File: config.mk
export PLATFORM = sky130hd
export DESIGN_NAME = fb_raster_reader
export DESIGN_NICKNAME = d
export VERILOG_FILES = /design/src/rtl/fb_raster_reader_pkg.sv /design/src/rtl/fb_raster_reader_sync_fifo.sv /design/src/rtl/fb_raster_reader.sv
export SDC_FILE = /design/constraint.sdc
export NUM_CORES = 1
export LEC_CHECK = 0
export ABC_CLOCK_PERIOD_IN_PS = 4400
export BUFFER_PORTS_ARGS = -buffer_cell sky130_fd_sc_hd__buf_2
export CELL_PAD_IN_SITES_DETAIL_PLACEMENT = 1
export CELL_PAD_IN_SITES_GLOBAL_PLACEMENT = 1
export CORE_ASPECT_RATIO = 0.75
export CORE_UTILIZATION = 35
export DETAILED_ROUTE_END_ITERATION = 7
export GPL_TIMING_DRIVEN = 0
export PLACE_DENSITY = 0.72
export SLEW_MARGIN = 20
export SYNTH_ARGS = -nofsm -noshare
export SYNTH_HDL_FRONTEND = slang
export SYNTH_SLANG_ARGS = --single-unit
File: constraint.sdc
create_clock -name clk -period 4.4 [get_ports clk]
set_clock_uncertainty 0.2 [all_clocks]
set_input_delay 0.88 -clock clk [delete_from_list [all_inputs] [get_ports clk]]
set_output_delay 0.88 -clock clk [all_outputs]
set_load 0.1 [all_outputs]
File: src/rtl/fb_raster_reader_pkg.sv
// Shared gfx definitions for the framebuffer read path: geometry defaults,
// pixel type, buffer base addressing and AXI response codes.
package fb_raster_reader_pkg;

  localparam int FB_WIDTH_DEF       = 640;
  localparam int FB_HEIGHT_DEF      = 480;
  localparam int AXI_ADDR_WIDTH_DEF = 20;
  localparam int AXI_DATA_WIDTH_DEF = 16;
  localparam int PIXEL_BITS_DEF     = 12;
  localparam int FIFO_DEPTH_DEF     = 4;

  localparam int BUF1_BASE_DEF = FB_WIDTH_DEF * FB_HEIGHT_DEF;

  localparam logic [1:0] RESP_OKAY = 2'b00;

  typedef logic [PIXEL_BITS_DEF-1:0] pixel_t;

  typedef enum logic [1:0] {
    ST_IDLE  = 2'd0,
    ST_ISSUE = 2'd1,
    ST_DRAIN = 2'd2
  } rd_state_e;

  // Buffer 1 sits directly after buffer 0 in word-addressed SRAM.
  function automatic logic [31:0] buf_base(input logic sel, input int width, input int height);
    return sel ? 32'(width * height) : 32'd0;
  endfunction

endpackage

File: src/rtl/fb_raster_reader_sync_fifo.sv
// Small synchronous FIFO with registered storage; output word is visible the
// cycle after it is pushed and exposes its fill count for credit tracking.
module fb_raster_reader_sync_fifo #(
  parameter int WIDTH = 13,
  parameter int DEPTH = 4
) (
  input  logic                       clk,
  input  logic                       reset,
  input  logic                       push,
  input  logic [WIDTH-1:0]           din,
  input  logic                       pop,
  output logic [WIDTH-1:0]           dout,
  output logic                       valid,
  output logic [$clog2(DEPTH):0]     count
);

  localparam int PW = $clog2(DEPTH);
  localparam int CW = PW + 1;

  logic [WIDTH-1:0] mem_r [DEPTH];
  logic [PW-1:0]    wr_ptr_r;
  logic [PW-1:0]    rd_ptr_r;
  logic [CW-1:0]    count_r;
  logic             do_push_s;
  logic             do_pop_s;

  // A pop on an empty FIFO is a no-op; a push on a full FIFO only lands when a pop frees a slot.
  assign do_pop_s  = pop && (count_r != {CW{1'b0}});
  assign do_push_s = push && ((count_r != CW'(DEPTH)) || do_pop_s);

  // Storage array; contents are don't-care until a pointer covers them.
  always_ff @(posedge clk) begin
    if (do_push_s) begin
      mem_r[wr_ptr_r] <= din;
    end
  end

  // Pointer and occupancy bookkeeping.
  always_ff @(posedge clk or posedge reset) begin
    if (reset) begin
      wr_ptr_r <= {PW{1'b0}};
      rd_ptr_r <= {PW{1'b0}};
      count_r  <= {CW{1'b0}};
    end else begin
      if (do_push_s) begin
        wr_ptr_r <= wr_ptr_r + PW'(1'b1);
      end
      if (do_pop_s) begin
        rd_ptr_r <= rd_ptr_r + PW'(1'b1);
      end
      case ({do_push_s, do_pop_s})
        2'b10:   count_r <= count_r + CW'(1'b1);
        2'b01:   count_r <= count_r - CW'(1'b1);
        default: count_r <= count_r;
      endcase
    end
  end

  assign dout  = mem_r[rd_ptr_r];
  assign valid = (count_r != {CW{1'b0}});
  assign count = count_r;

endmodule

File: src/rtl/fb_raster_reader.sv
// Framebuffer read side: walks the selected buffer in raster order, issues
// credit-limited AXI-lite reads and streams the returned pixels to the VGA path.
module fb_raster_reader
  import fb_raster_reader_pkg::*;
#(
  parameter int FB_WIDTH       = FB_WIDTH_DEF,
  parameter int FB_HEIGHT      = FB_HEIGHT_DEF,
  parameter int AXI_ADDR_WIDTH = AXI_ADDR_WIDTH_DEF,
  parameter int AXI_DATA_WIDTH = AXI_DATA_WIDTH_DEF,
  parameter int PIXEL_BITS     = PIXEL_BITS_DEF,
  parameter int FIFO_DEPTH     = FIFO_DEPTH_DEF
) (
  input  logic                      clk,
  input  logic                      reset,
  input  logic                      frame_start,
  input  logic                      buf_sel,
  output logic                      busy,
  output logic                      rd_err,
  output logic [AXI_ADDR_WIDTH-1:0] m_axi_araddr,
  output logic                      m_axi_arvalid,
  input  logic                      m_axi_arready,
  input  logic [AXI_DATA_WIDTH-1:0] m_axi_rdata,
  input  logic [1:0]                m_axi_rresp,
  input  logic                      m_axi_rvalid,
  output logic                      m_axi_rready,
  output logic                      pix_valid,
  input  logic                      pix_ready,
  output logic [PIXEL_BITS-1:0]     pix_data,
  output logic                      pix_last
);

  localparam int XW = $clog2(FB_WIDTH);
  localparam int YW = $clog2(FB_HEIGHT);
  localparam int CW = $clog2(FIFO_DEPTH) + 1;
  localparam logic [XW-1:0]             X_LAST    = XW'(FB_WIDTH - 1);
  localparam logic [YW-1:0]             Y_LAST    = YW'(FB_HEIGHT - 1);
  localparam logic [AXI_ADDR_WIDTH-1:0] BEAT_LAST = AXI_ADDR_WIDTH'(FB_WIDTH * FB_HEIGHT - 1);

  rd_state_e                 state_r, state_nxt_s;
  logic                      busy_r;
  logic                      rd_err_r;
  logic [XW-1:0]             x_r;
  logic [YW-1:0]             y_r;
  logic [AXI_ADDR_WIDTH-1:0] araddr_r;
  logic [AXI_ADDR_WIDTH-1:0] beat_r;
  logic [CW-1:0]             outst_r;
  logic [CW-1:0]             fifo_count_s;
  logic [PIXEL_BITS:0]       fifo_dout_s;
  logic                      fifo_valid_s;
  logic                      start_s, credit_s, arvalid_s, ar_hs_s, r_hs_s, last_beat_s, pop_last_s;

  assign start_s     = (state_r == ST_IDLE) && frame_start;
  // Outstanding reads plus buffered pixels never exceed the FIFO, so every R beat has a slot.
  assign credit_s    = (({1'b0, outst_r} + {1'b0, fifo_count_s}) < (CW + 1)'(FIFO_DEPTH));
  assign arvalid_s   = (state_r == ST_ISSUE) && credit_s;
  assign ar_hs_s     = arvalid_s && m_axi_arready;
  assign r_hs_s      = m_axi_rvalid && busy_r;
  assign last_beat_s = (beat_r == BEAT_LAST);
  assign pop_last_s  = fifo_valid_s && pix_ready && fifo_dout_s[PIXEL_BITS];

  // Next-state logic of the frame sequencer.
  always_comb begin
    state_nxt_s = state_r;
    case (state_r)
      ST_IDLE: begin
        if (frame_start) state_nxt_s = ST_ISSUE;
        else             state_nxt_s = ST_IDLE;
      end
      ST_ISSUE: begin
        if (ar_hs_s && (x_r == X_LAST) && (y_r == Y_LAST)) state_nxt_s = ST_DRAIN;
        else                                               state_nxt_s = ST_ISSUE;
      end
      ST_DRAIN: begin
        if (pop_last_s) state_nxt_s = ST_IDLE;
        else            state_nxt_s = ST_DRAIN;
      end
      default: state_nxt_s = ST_IDLE;
    endcase
  end

  // Sequencer state and busy flag.
  always_ff @(posedge clk or posedge reset) begin
    if (reset) begin
      state_r <= ST_IDLE;
      busy_r  <= 1'b0;
    end else begin
      state_r <= state_nxt_s;
      busy_r  <= (state_nxt_s != ST_IDLE);
    end
  end

  // Raster address generator: running address counter alongside x/y.
  always_ff @(posedge clk or posedge reset) begin
    if (reset) begin
      araddr_r <= {AXI_ADDR_WIDTH{1'b0}};
      x_r      <= {XW{1'b0}};
      y_r      <= {YW{1'b0}};
    end else if (start_s) begin
      araddr_r <= AXI_ADDR_WIDTH'(buf_base(buf_sel, FB_WIDTH, FB_HEIGHT));
      x_r      <= {XW{1'b0}};
      y_r      <= {YW{1'b0}};
    end else if (ar_hs_s) begin
      araddr_r <= araddr_r + AXI_ADDR_WIDTH'(1'b1);
      if (x_r == X_LAST) begin
        x_r <= {XW{1'b0}};
        y_r <= y_r + YW'(1'b1);
      end else begin
        x_r <= x_r + XW'(1'b1);
      end
    end
  end

  // Outstanding-read credit counter and per-frame beat counter.
  always_ff @(posedge clk or posedge reset) begin
    if (reset) begin
      outst_r <= {CW{1'b0}};
      beat_r  <= {AXI_ADDR_WIDTH{1'b0}};
    end else begin
      case ({ar_hs_s, r_hs_s})
        2'b10:   outst_r <= outst_r + CW'(1'b1);
        2'b01:   outst_r <= outst_r - CW'(1'b1);
        default: outst_r <= outst_r;
      endcase
      if (start_s) begin
        beat_r <= {AXI_ADDR_WIDTH{1'b0}};
      end else if (r_hs_s) begin
        beat_r <= beat_r + AXI_ADDR_WIDTH'(1'b1);
      end
    end
  end

  // Sticky read-error flag, cleared at each frame start.
  always_ff @(posedge clk or posedge reset) begin
    if (reset) begin
      rd_err_r <= 1'b0;
    end else if (start_s) begin
      rd_err_r <= 1'b0;
    end else if (r_hs_s && (m_axi_rresp != RESP_OKAY)) begin
      rd_err_r <= 1'b1;
    end
  end

  fb_raster_reader_sync_fifo #(
    .WIDTH (PIXEL_BITS + 1),
    .DEPTH (FIFO_DEPTH)
  ) u_pix_fifo (
    .clk   (clk),
    .reset (reset),
    .push  (r_hs_s),
    .din   ({last_beat_s, m_axi_rdata[PIXEL_BITS-1:0]}),
    .pop   (pix_ready),
    .dout  (fifo_dout_s),
    .valid (fifo_valid_s),
    .count (fifo_count_s)
  );

  generate
    if (AXI_DATA_WIDTH > PIXEL_BITS) begin : g_rdata_pad
      logic rdata_unused_s;
      assign rdata_unused_s = ^m_axi_rdata[AXI_DATA_WIDTH-1:PIXEL_BITS];
    end
  endgenerate

  assign busy          = busy_r;
  assign rd_err        = rd_err_r;
  assign m_axi_araddr  = araddr_r;
  assign m_axi_arvalid = arvalid_s;
  assign m_axi_rready  = busy_r;
  assign pix_valid     = fifo_valid_s;
  assign pix_data      = fifo_dout_s[PIXEL_BITS-1:0];
  assign pix_last      = fifo_dout_s[PIXEL_BITS];

endmodule

# --- Word level (Yosys, flattened, before mapping) ---
# Memory sizes are Yosys's and may differ from the RTL's.
# Cells that the tools add are included.
# W data, S select, Z words.
totals:
  ff_bits: 73
  input_bits: 25
  n_memories: 1
  ram_bits: 52
  output_inout_bits: 38
mem_list:
  columns: ["name", "words", "width", "read_ports", "rd_ports_with_merged_regs", "wr", "line_no", "source"]
  rows:
  - ["u_pix_fifo.mem_r", 4, 13, 1, 0, 1, "fb_raster_reader_sync_fifo.sv:20", "logic [WIDTH-1:0] mem_r [DEPTH];"]
classes:
  reduce_logical: 22
  magnitude_cmp: 1
  n_eq_ne: 10
  n_addsub: 11
  muxes: 21
op_table:
  columns: ["op", "count"]
  rows:
  - ["$mux W20", 4]
  - ["$add A20 B1 Y20 const B", 2]
  - ["$mux W10", 3]
  - ["$mux W9", 3]
  - ["$eq A20 B19 Y1 const B", 1]
  - ["$mux W19", 1]
  - ["$reduce_bool A2 Y1", 8]
  - ["$pmux W3 S2", 2]
  - ["$add A10 B1 Y10 const B", 1]
  - ["$eq A10 B10 Y1 const B", 1]
  - ["$logic_and A1 B1 Y1", 10]
  - ["$add A9 B1 Y9 const B", 1]
  - ["$eq A9 B9 Y1 const B", 1]
  - ["$add A3 B1 Y3 const B", 2]
  - ["$eq A2 B1 Y1 const B", 3]
  - ["$eq A2 B2 Y1 const B", 3]
  - ["$pmux W2 S3", 1]
  - ["$sub A3 B1 Y3 const B", 2]
  - ["$mux W1", 5]
  - ["$add A2 B1 Y2 const B", 2]
  - ["$add A3 B3 Y4", 1]
  - ["$lt A4 B3 Y1 const B", 1]
  - ["$mux W2", 2]
  - ["$ne A3 B3 Y1 const B", 1]
  - ["4 further kinds", 4]

# --- Logic depth before layout (Yosys ltp) ---
# Gate-level depths: netlist of the first run.
depth:
  ltp_word: 9
  mapped_depth: 11
  depth_no_buf: 10

# --- Modules after synthesis ---
# From an unflattened synthesis of the first run, not the netlist that was laid out.
hier_totals:
  hier_cells: 466
  area_unflattened_um2: 5723.0
modules_own_cells:
  columns: ["mod", "instances", "cells_each", "seq_area_each_um2", "area_each_um2"]
  rows:
  - ["fb_raster_reader", 1, 346, 1651.6, 3344.5]
  - ["fb_raster_reader_sync_fifo", 1, 120, 1736.7, 2378.5]

# --- Worst setup path after synthesis of the first run ---
# Ideal clock, no wire load.
synth_path:
  path_kind: "flip-flop to output port"
  start: "reg u_pix_fifo.rd_ptr_r[0]"
  end: "out pix_data[10]"
  stages_incl_launch_ff: 4
  setup_slack_ns: 1.563
  arrival_time_ns: 1.757
  path_cell_list: "dfrtp_1 -> clkbuf_1 -> buf_2 -> mux4_2"
synth_between:
  elab_chain_len: 1
synth_lines:
  columns: ["element", "line_no", "source"]
  rows:
  - ["start: declaration", "fb_raster_reader_sync_fifo.sv:22", "logic [PW-1:0] rd_ptr_r;"]
  - ["start signal: assignment", "fb_raster_reader_sync_fifo.sv:42", "rd_ptr_r <= {PW{1'b0}};"]
  - ["start signal: assignment", "fb_raster_reader_sync_fifo.sv:49", "rd_ptr_r <= rd_ptr_r + PW'(1'b1);"]
  - ["$mem_v2 Z4 W13", null, null]
  - ["end: declaration", "fb_raster_reader.sv:28", "output logic [PIXEL_BITS-1:0] pix_data,"]
# Every way passes these cells.

# --- Worst setup path after layout of the first run ---
layout_path:
  start: "reg u_pix_fifo.rd_ptr_r[0]"
  end: "out pix_data[4]"
# Same word-level chain as after synthesis.

==> flow_metrics.py, run 1 <==
metrics = {
    "global_routing": {
        "grt_start_max_net_pins": 43,
        "grt_use_total": 0.176,
        "grt_overflow": 0,
        "first_global_vias": 4113,
        "grt_first_pass_wirelength_mm": 22.0,
        "grt_antenna_before_repair": 0,
    },
    "synthesis": {
        "yosysUniqueCellTypes": 40,
        "synth_top_cells_by_area": "sky130_fd_sc_hd__dfrtp_1 (32%), sky130_fd_sc_hd__edfxtp_1 (28%), sky130_fd_sc_hd__mux4_2 (5.2%)",
        "yosys.area.top_type_share": 0.323,
        "postSynthCellCount": 465,
        "syn-cell-area_um2": 5650,
        "asyncSetResetFlopFracSynth": 0.584,
        "mappedNetlistNets": 504,
        "number_of_enable_flip_flop_cells_after_synthesis": 52,
        "ys_warn_count": 0,
        "synthesis.area_per_instance_um2": 12.2,
        "post-synth-top-area-cell": "sky130_fd_sc_hd__dfrtp_1",
        "postSynth.topFlopCell": "sky130_fd_sc_hd__dfrtp_1",
        "postSynthRegisterBits": 125,
        "synth.yosys.seq_area_share": 0.599,
    },
    "route": {
        "wire_per_inst_um": 17.5,
        "post_drt_via_cell_ratio": 5.06,
        "first_pass_iters": 4,
        "route.antenna.remaining_nets": 0,
        "routed-via-count": 3847,
        "drt_drc_violations_left": 0,
        "drt_first_iter_violations": 222,
        "routed_wl_mm": 13.3,
    },
    "place": {
        "place.gp.congestion": 0.793,
        "io_buffers": 58,
        "dp.final_hpwl_mm": 9.13,
        "preCtsSetupSlack_ns": 1.24,
        "detailed_place.area_um2": 6230,
    },
    "layout": {
        "drive_gt1_frac": 0.205,
        "finalNetCount": 582,
        "area.growth.synth_to_final_pct": 20.4,
        "utilization": 0.438,
        "final_standard_cell_area_without_fillers_um2": 6800,
        "n_antenna_cell": 0,
    },
    "floorplan": {
        "core-area_um2": 15500,
        "full_die_area_um2": 16700,
        "die_w_um": 149,
        "ioPinCount": 63,
        "floorplan.die.height_um": 112,
        "starting_density": 0.364,
        "placementRows": 39,
    },
    "worst_setup_path": {
        "worst-r2r-setup-slack_ns": 1.39,
        "criticalPathCategory": "reg2out",
        "timing.critical_path.from_type": "flip-flop",
        "crit_required_ns": 3.32,
        "timing.critical_path.arrival_ns": 2.45,
        "cp_max_fo": 10,
        "crit-reg2reg-launch": "outst_r[1]$_DFFE_PP0P_",
        "crit_path_end_kind": "output port",
        "worstRegToRegCells": 11,
        "critical_path.reg2reg.endpoint": "outst_r[2]$_DFFE_PP0P_",
    },
    "pwr": {
        "leakagePower_nw": 2.78,
        "vdd_drop_max_mv": 0.512,
        "power-per-cell-area_nw_per_um2": 696,
    },
    "clock_tree": {
        "tritoncts": "yes",
        "clk_transition_reported_paths_ns": 0.06,
        "cts_inserted_buffers": 17,
        "cts.repair_timing.setup_buffer_count": 0,
        "clock_insertion_delay_worst_skew_ns": 0.42,
        "htree_levels": 4,
        "cts_root_buffer": "sky130_fd_sc_hd__clkbuf_16",
        "cts.repair.resized": 0,
        "holdBufCountCts": 0,
        "clock-sinks": 125,
        "cts_max_path_buffers": 2,
    },
    "timing": {
        "max_freq_mhz": 284,
        "period_share": 0.801,
        "worst_slack_ns": 0.874,
        "setup_tns_ns": 0,
        "tightest_pin_transition_ns": 0.755,
        "finalSetupViolations": 0,
        "fin_hold_ws_ns": 0.272,
        "rsz_0062_raised_after_global_routing": "false",
        "slew_headroom": 0.497,
        "final.min_clock_period_ns": 3.53,
        "fin_max_slew_vios": 0,
        "timing.final.hold_violations": 0,
    },
    "worst_hold_path": {
        "worstHoldPathType": "in2async",
    },
    "job": {
        "cap_viol_max_count": 0,
    },
    "outcome": {
        "status": "completed",
    },
}
## synth_stat cells (2+ instances only)
library cell	n
sky130_fd_sc_hd__dfrtp_1	73
sky130_fd_sc_hd__edfxtp_1	52
sky130_fd_sc_hd__nor2_1	51
sky130_fd_sc_hd__nand2_1	44
sky130_fd_sc_hd__xnor2_1	32
sky130_fd_sc_hd__xor2_1	21
sky130_fd_sc_hd__nand4_1	19
sky130_fd_sc_hd__nand3_1	18
sky130_fd_sc_hd__a21oi_1	15
sky130_fd_sc_hd__inv_1	15
sky130_fd_sc_hd__mux4_2	13
sky130_fd_sc_hd__nor3_1	13
sky130_fd_sc_hd__ha_1	12
sky130_fd_sc_hd__clkbuf_1	11
sky130_fd_sc_hd__o21ai_0	10
sky130_fd_sc_hd__and2_1	9
sky130_fd_sc_hd__nor4_1	8
sky130_fd_sc_hd__or3_1	8
sky130_fd_sc_hd__and4_1	7
sky130_fd_sc_hd__and3_1	5
sky130_fd_sc_hd__mux2i_1	3
sky130_fd_sc_hd__nor4b_1	3
sky130_fd_sc_hd__buf_2	2
sky130_fd_sc_hd__fa_1	2
sky130_fd_sc_hd__nor4_2	2
sky130_fd_sc_hd__o31ai_1	2
sky130_fd_sc_hd__or2_2	2
## per-stage QoR
stage | power, mW | std cells
finish | 4.74 | 761
global route | 4.96 | 761
CTS | 4.79 | 761
detailed placement | 3.38 | 729
global placement | 3.31 | 728
floorplan | 3.03 | 465
## state kept, by name, indices dropped and copies added (netlist names)
| name | flops |
|---|---|
| y_r | 9 |
| state_r | 2 |
| beat_r | 20 |
| u_pix_fifo.count | 3 |
| busy | 1 |
| u_pix_fifo.wr_ptr_r | 2 |
| u_pix_fifo.rd_ptr_r | 2 |
| rd_err | 1 |
| u_pix_fifo.mem_r | 52 |
| m_axi_araddr | 20 |
| outst_r | 3 |
| x_r | 10 |
## worst max-delay path, stage by stage (launching register included)
cell	delay [ns]
sky130_fd_sc_hd__dfrtp_1	0.32
sky130_fd_sc_hd__clkbuf_1	0.38
sky130_fd_sc_hd__buf_2	0.43
sky130_fd_sc_hd__mux4_2	0.58
sky130_fd_sc_hd__buf_2	0.31
## how the worst max path moves through the flow
| stage | startpoint | endpoint | slack [ns] | depth (start not counted) |
|---|---|---|---|---|
| 2_1_floorplan | reset | beat_r[0]$_DFFE_PP0P_ | 1.47 | 1 |
| 3_3_place_gp | reset | y_r[2]$_DFFE_PP0P_ | 0.45 | 2 |
| 3_5_place_dp | u_pix_fifo.rd_ptr_r[0]$_DFFE_PP0P_ | pix_data[4] | 1.24 | 4 |
| 4_1_cts | u_pix_fifo.rd_ptr_r[0]$_DFFE_PP0P_ | pix_data[4] | 0.78 | 4 |
| 5_1_grt | u_pix_fifo.rd_ptr_r[0]$_DFFE_PP0P_ | pix_data[4] | 0.68 | 4 |
| 6_report | u_pix_fifo.rd_ptr_r[0]$_DFFE_PP0P_ | pix_data[4] | 0.87 | 4 |
## cells by family (layout without fill, tap and decap cells)
group,count (synthesis),count (layout),synth area share
mux,16,16,0.0571
fa+ha+maj,14,14,0.0336
xor+xnor,53,53,0.0821
flops,125,125,0.599
compound gates,29,29,0.0272
simple gates,195,195,0.176
buf+inv,33,124,0.0243
## area by class of cell
class | instances | area [µm²]
inverters | 17 | 66.3
fillers | 1683 | 8710
flip-flops and latches | 125 | 3390
clock buffers | 19 | 433
clock inverters | 13 | 141
multi-input cells | 307 | 2130
repair buffers | 59 | 318
well taps | 205 | 256
plain buffers | 16 | 73.8
## metal layers
layer,global-route usage,wire [µm],vias up
li1,-,-,1814
met2,0.282,6460,76
met5,0,0,-
met4,0.0707,142,0
met1,0.230,6230,1945
met3,0.0427,473,12
## power breakdown
| group | switching, mW | internal (mW) | total, mW |
|---|---|---|---|
| sequential | 0.157 | 1.44 | 1.60 |
| combinational | 1.34 | 0.424 | 1.76 |
| clock | 0.544 | 0.836 | 1.38 |
| total | 2.04 | 2.70 | 4.74 |
## cells in the final DEF, fill, tap and decap left out, drive strengths merged, types with 18 or more instances in the layout
| master | instances |
|---|---|
| buf | 64 |
| clkbuf | 30 |
| dfrtp | 73 |
| edfxtp | 52 |
| inv | 19 |
| nand2 | 44 |
| nand3 | 18 |
| nand4 | 19 |
| nor2 | 51 |
| xnor2 | 32 |
| xor2 | 21 |
No activity file was read; power rests on OpenSTA's default activity.
==> run 2: changes to the inputs <==
--- a/config.mk
+++ b/config.mk
@@ -5,7 +5,7 @@
 export SDC_FILE = /design/constraint.sdc
 export NUM_CORES = 1
 export LEC_CHECK = 0
-export ABC_CLOCK_PERIOD_IN_PS = 4400
+export ABC_CLOCK_PERIOD_IN_PS = 3300
 export BUFFER_PORTS_ARGS = -buffer_cell sky130_fd_sc_hd__buf_2
 export CELL_PAD_IN_SITES_DETAIL_PLACEMENT = 1
 export CELL_PAD_IN_SITES_GLOBAL_PLACEMENT = 1
==> constraint.sdc (replaced) <==
create_clock -name clk -period 3.3 [get_ports clk]
set_clock_uncertainty 0.2 [all_clocks]
set_input_delay 0.66 -clock clk [delete_from_list [all_inputs] [get_ports clk]]
set_output_delay 0.66 -clock clk [all_outputs]
set_load 0.1 [all_outputs]
==> flow_metrics.py, run 2 (synthesis gave the netlist of run 1 again) <==
metrics = {
    "clock_tree": {
        "holdBufCountCts": 0,
        "cts.repair.resized": 1,
        "htree_levels": 4,
        "clk_transition_reported_paths_ns": 0.06,
        "cts_inserted_buffers": 17,
        "tritoncts": "yes",
        "cts_max_path_buffers": 2,
        "clock_insertion_delay_worst_skew_ns": 0.42,
        "clock-sinks": 125,
        "cts.repair_timing.setup_buffer_count": 0,
        "cts_root_buffer": "sky130_fd_sc_hd__clkbuf_16",
    },
    "global_routing": {
        "grt_use_total": 0.176,
        "grt_antenna_before_repair": 0,
        "grt_start_max_net_pins": 43,
        "grt_first_pass_wirelength_mm": 22.0,
        "first_global_vias": 4113,
        "grt_overflow": 0,
    },
    "floorplan": {
        "full_die_area_um2": 16700,
        "starting_density": 0.364,
        "core-area_um2": 15500,
        "floorplan.die.height_um": 112,
        "placementRows": 39,
        "ioPinCount": 63,
        "die_w_um": 149,
    },
    "pwr": {
        "leakagePower_nw": 2.78,
        "report.power.total_mw": 6.31,
        "vdd_drop_max_mv": 0.682,
        "power-per-cell-area_nw_per_um2": 927,
    },
    "place": {
        "io_buffers": 58,
        "place.gp.congestion": 0.793,
        "dp.final_hpwl_mm": 9.13,
    },
    "route": {
        "top_signal_layer_used": "met4",
        "first_pass_iters": 4,
        "drt_first_iter_violations": 164,
        "routed-via-count": 3850,
        "route.antenna.remaining_nets": 0,
        "post_drt_via_cell_ratio": 5.07,
        "wire_per_inst_um": 17.5,
        "wl_met3_um": 365,
        "routed_wl_mm": 13.3,
        "wl_on_met1_mm": 6.30,
        "route.met2.wl_mm": 6.40,
        "drt_drc_violations_left": 0,
    },
    "layout": {
        "largest-register": "u_pix_fifo.mem_r",
        "n_antenna_cell": 0,
        "area.growth.synth_to_final_pct": 20.3,
        "commonest_non_fill_non_tap_cell_in_the_layout": "sky130_fd_sc_hd__dfrtp_1",
        "finalNetCount": 581,
        "mostFrequentLayoutCells": "sky130_fd_sc_hd__dfrtp_1 (73), sky130_fd_sc_hd__buf_2 (59), sky130_fd_sc_hd__edfxtp_1 (52), sky130_fd_sc_hd__nor2_1 (51), sky130_fd_sc_hd__nand2_1 (44)",
        "drive_gt1_frac": 0.205,
        "layout.filler_cells": 1684,
        "largest_register_ff_count": 52,
    },
    "timing": {
        "max_freq_mhz": 321,
        "slew_headroom": 0.499,
        "timing.final.hold_violations": 0,
        "finalSetupViolations": 0,
        "rsz_0062_raised_after_global_routing": "false",
        "setup_tns_ns": 0,
        "fin_max_slew_vios": 0,
        "tightest_pin_transition_ns": 0.752,
        "period_share": 0.944,
        "final.min_clock_period_ns": 3.12,
    },
    "worst_setup_path": {
        "criticalPathCategory": "reg2out",
        "crit_path_end_kind": "output port",
        "cp_max_fo": 10,
        "timing.critical_path.from_type": "flip-flop",
        "timing.critical_path.arrival_ns": 2.26,
        "crit_required_ns": 2.44,
    },
    "worst_hold_path": {
        "worstHoldPathType": "in2async",
    },
    "job": {
        "cap_viol_max_count": 0,
    },
    "outcome": {
        "status": "completed",
    },
}
## run 2: critical path, stage by stage, from the launching register on
cell,delay (ns)
sky130_fd_sc_hd__dfrtp_1,0.47
sky130_fd_sc_hd__clkbuf_1,0.57
sky130_fd_sc_hd__mux4_2,0.37
sky130_fd_sc_hd__buf_2,0.43
## run 2: path summary, 6_finish.rpt
kind	from	end	slack (ns)	cells after the start
setup / recovery	u_pix_fifo.rd_ptr_r[1]$_DFFE_PP0P_	pix_data[4]	0.18	3
hold / removal	reset	beat_r[10]$_DFFE_PP0P_	0.05	2
setup reg to reg	outst_r[1]$_DFFE_PP0P_	outst_r[2]$_DFFE_PP0P_	0.29	11
hold reg to reg	outst_r[2]$_DFFE_PP0P_	outst_r[2]$_DFFE_PP0P_	0.28	1
max in group asynchronous	reset	state_r[0]$_DFF_PP0_	2.28	3
min in group clk	m_axi_rdata[5]	u_pix_fifo.mem_r[0][5]$_DFFE_PP_	0.25	1
## run 2: power breakdown
part	switching, mW	leakage (nW)	internal (mW)
registers	0.228	1.43	1.92
logic	1.76	1.07	0.567
clock network	0.720	0.274	1.11
## run 2: cell type report
type	instances	area, µm²	share of cell area
plain buffers	15	72.6	0.0107
clock buffers	19	433	0.0636
clock inverters	13	141	0.0208
inverters	17	66.3	0.00975
multi-input cells	307	2130	0.313
flip-flops and latches	125	3390	0.498
well taps	205	256	0.0377
repair buffers	59	318	0.0467
## run 2: routing by layer
layer  up-vias  track usage
met3        21       0.0427
met2        67        0.282
met4         0       0.0707
met1      1947        0.230
li1       1815            -
met5         -            0
## run 2: per-stage QoR
step / util / area (µm²) / std cells / hold WS [ns] / setup WS (ns)
floorplan: - / 5650 / 465 / 0.243 / 0.538
CTS: 0.439 / 6810 / 761 / 0.0487 / 0.0266
finish: 0.438 / 6800 / 760 / 0.0542 / 0.184
global placement: 0.400 / 6200 / 728 / 0.261 / -0.428
detailed placement: 0.401 / 6230 / 729 / 0.267 / 0.311
global route: 0.438 / 6800 / 760 / 0.0752 / 0.0738
==> run 3: changes to the inputs <==
--- a/config.mk
+++ b/config.mk
@@ -14,6 +14,7 @@
 export DETAILED_ROUTE_END_ITERATION = 7
 export GPL_TIMING_DRIVEN = 0
 export PLACE_DENSITY = 0.72
+export REMOVE_ABC_BUFFERS = 1
 export SLEW_MARGIN = 20
 export SYNTH_ARGS = -nofsm -noshare
 export SYNTH_HDL_FRONTEND = slang
==> flow_metrics.py, run 3 (synthesis gave the netlist of run 1 again) <==
metrics = {
    "outcome": {
        "status": "completed",
    },
    "global_routing": {
        "grt_antenna_before_repair": 0,
        "first_global_vias": 4112,
        "grt_first_pass_wirelength_mm": 21.1,
        "grt_overflow": 0,
        "grt_start_max_net_pins": 47,
        "grt_use_total": 0.165,
    },
    "layout": {
        "area.growth.synth_to_final_pct": 19.4,
        "n_antenna_cell": 0,
        "commonest_non_fill_non_tap_cell_in_the_layout": "sky130_fd_sc_hd__dfrtp_1",
        "largest_register_ff_count": 52,
        "register_area_um2": 3390,
        "largest-register": "u_pix_fifo.mem_r",
        "layoutNonFillerInstCount": 746,
        "drive_gt1_frac": 0.213,
        "finalNetCount": 567,
        "final_standard_cell_area_without_fillers_um2": 6750,
        "mostFrequentLayoutCells": "sky130_fd_sc_hd__dfrtp_1 (72), sky130_fd_sc_hd__buf_2 (58), sky130_fd_sc_hd__edfxtp_1 (52), sky130_fd_sc_hd__nor2_1 (51), sky130_fd_sc_hd__nand2_1 (44)",
        "multi_input_comb_area_um2": 2130,
        "utilization": 0.435,
        "layout.filler_cells": 1674,
    },
    "worst_setup_path": {
        "crit_path_end_kind": "output port",
        "timing.critical_path.arrival_ns": 2.05,
        "crit_required_ns": 2.44,
        "crit_start": "u_pix_fifo.rd_ptr_r[0]$_DFFE_PP0P_",
        "worst-r2r-setup-slack_ns": 0.43,
        "cpPeakStageDelay_ns": 0.70,
        "cp_max_fo": 15,
        "criticalPathCategory": "reg2out",
        "crit-reg2reg-launch": "u_pix_fifo.count[1]$_DFFE_PP0P_",
        "timing.critical_path.from_type": "flip-flop",
        "critical_path.slowest_cell": "sky130_fd_sc_hd__dfrtp_2",
        "crit_path_cell_trace": "mux4_2, buf_2",
    },
    "worst_hold_path": {
        "worstHoldPathType": "in2async",
    },
    "pwr": {
        "power-per-cell-area_nw_per_um2": 921,
        "power.net_switching_mw": 2.76,
        "power.share.combinational": 0.356,
        "share_seq_of_total_power": 0.354,
        "vdd_drop_max_mv": 0.423,
        "power_frac_clock": 0.290,
        "power.internal_mw": 3.46,
        "net_switching_fraction_of_the_power": 0.444,
        "report.power.total_mw": 6.22,
        "leakagePower_nw": 2.76,
    },
    "clock_tree": {
        "clock_insertion_delay_worst_skew_ns": 0.42,
        "holdBufCountCts": 0,
        "cts_root_buffer": "sky130_fd_sc_hd__clkbuf_16",
        "cts.repair.resized": 0,
        "htree_levels": 4,
        "clk_transition_reported_paths_ns": 0.06,
        "cts_inserted_buffers": 17,
        "clock-sinks": 125,
        "cts_max_path_buffers": 2,
        "cts.repair_timing.setup_buffer_count": 0,
        "tritoncts": "yes",
    },
    "timing": {
        "finalSetupViolations": 0,
        "rsz_0062_raised_after_global_routing": "false",
        "slew_headroom": 0.519,
        "fin_hold_ws_ns": 0.0342,
        "timing.final.hold_violations": 0,
        "fin_max_slew_vios": 0,
        "max_freq_mhz": 343,
        "period_share": 0.883,
        "final.min_clock_period_ns": 2.91,
        "tightest_pin_transition_ns": 0.721,
    },
    "route": {
        "post_drt_via_cell_ratio": 5.12,
        "first_pass_iters": 4,
        "drt_first_iter_violations": 151,
        "wire_per_inst_um": 16.8,
        "drt_drc_violations_left": 0,
        "route.antenna.remaining_nets": 0,
        "routed-via-count": 3820,
        "routed_wl_mm": 12.5,
    },
    "floorplan": {
        "floorplan.die.height_um": 112,
        "die_w_um": 149,
        "core-area_um2": 15500,
        "ioPinCount": 63,
        "placementRows": 39,
        "starting_density": 0.364,
        "full_die_area_um2": 16700,
    },
    "place": {
        "placed_cells_incl_taps": 714,
        "detailed_place.area_um2": 6180,
        "io_buffers": 58,
        "place.gp.congestion": 0.784,
        "dp.final_hpwl_mm": 8.28,
    },
    "job": {
        "cap_viol_max_count": 0,
    },
}
run 3: cell type report:
class                           instances  area share
Clock buffer                           17      0.0630
Clock inverter                         15      0.0217
Inverter                               17     0.00982
Multi-Input combinational cell        307       0.315
Sequential cell                       125       0.502
Tap cell                              205      0.0380
Timing Repair Buffer                   60      0.0500
run 3: worst paths after layout:
path,end,cells after the start
min in group clk,u_pix_fifo.mem_r[3][8]$_DFFE_PP_,1
min,beat_r[4]$_DFFE_PP0P_,2
max reg2reg,outst_r[2]$_DFFE_PP0P_,10
max in group asynchronous,y_r[8]$_DFFE_PP0P_,3
max,pix_last,2
min reg2reg,outst_r[2]$_DFFE_PP0P_,1
run 3: metal layers:
layer | global-route usage | share of wire | up-vias
met1 | 0.216 | 0.47 | 1962
li1 | - | - | 1790
met5 | 0 | 0 | -
met4 | 0.0463 | 0.0066 | 0
met2 | 0.268 | 0.48 | 61
met3 | 0.0484 | 0.037 | 7
run 3: power groups by stage:
stage	Clock (mW)	Sequential (mW)	Combinational, mW
finish	1.80	2.20	2.21
global route	1.91	2.25	2.36
CTS	1.84	2.21	2.24
detailed placement	0	2.23	2.22
global placement	0	2.20	2.16
floorplan	0	2.35	1.65
run 3: worst max-delay path, delay by kind of cell, from the launching register on:
kind     cells  cell delay (ns)
buf+inv      1             0.32
flops        1             0.70
mux          1             0.62
run 3: metrics by stage:
stage | setup TNS, ns | setup WS (ns)
6_report | 0 | 0.388
4_1_cts | 0 | 0.0137
2_1_floorplan | 0 | 0.0330
5_1_grt | 0 | 0.218
3_3_place_gp | -30.88 | -0.428
3_5_place_dp | 0 | 0.446
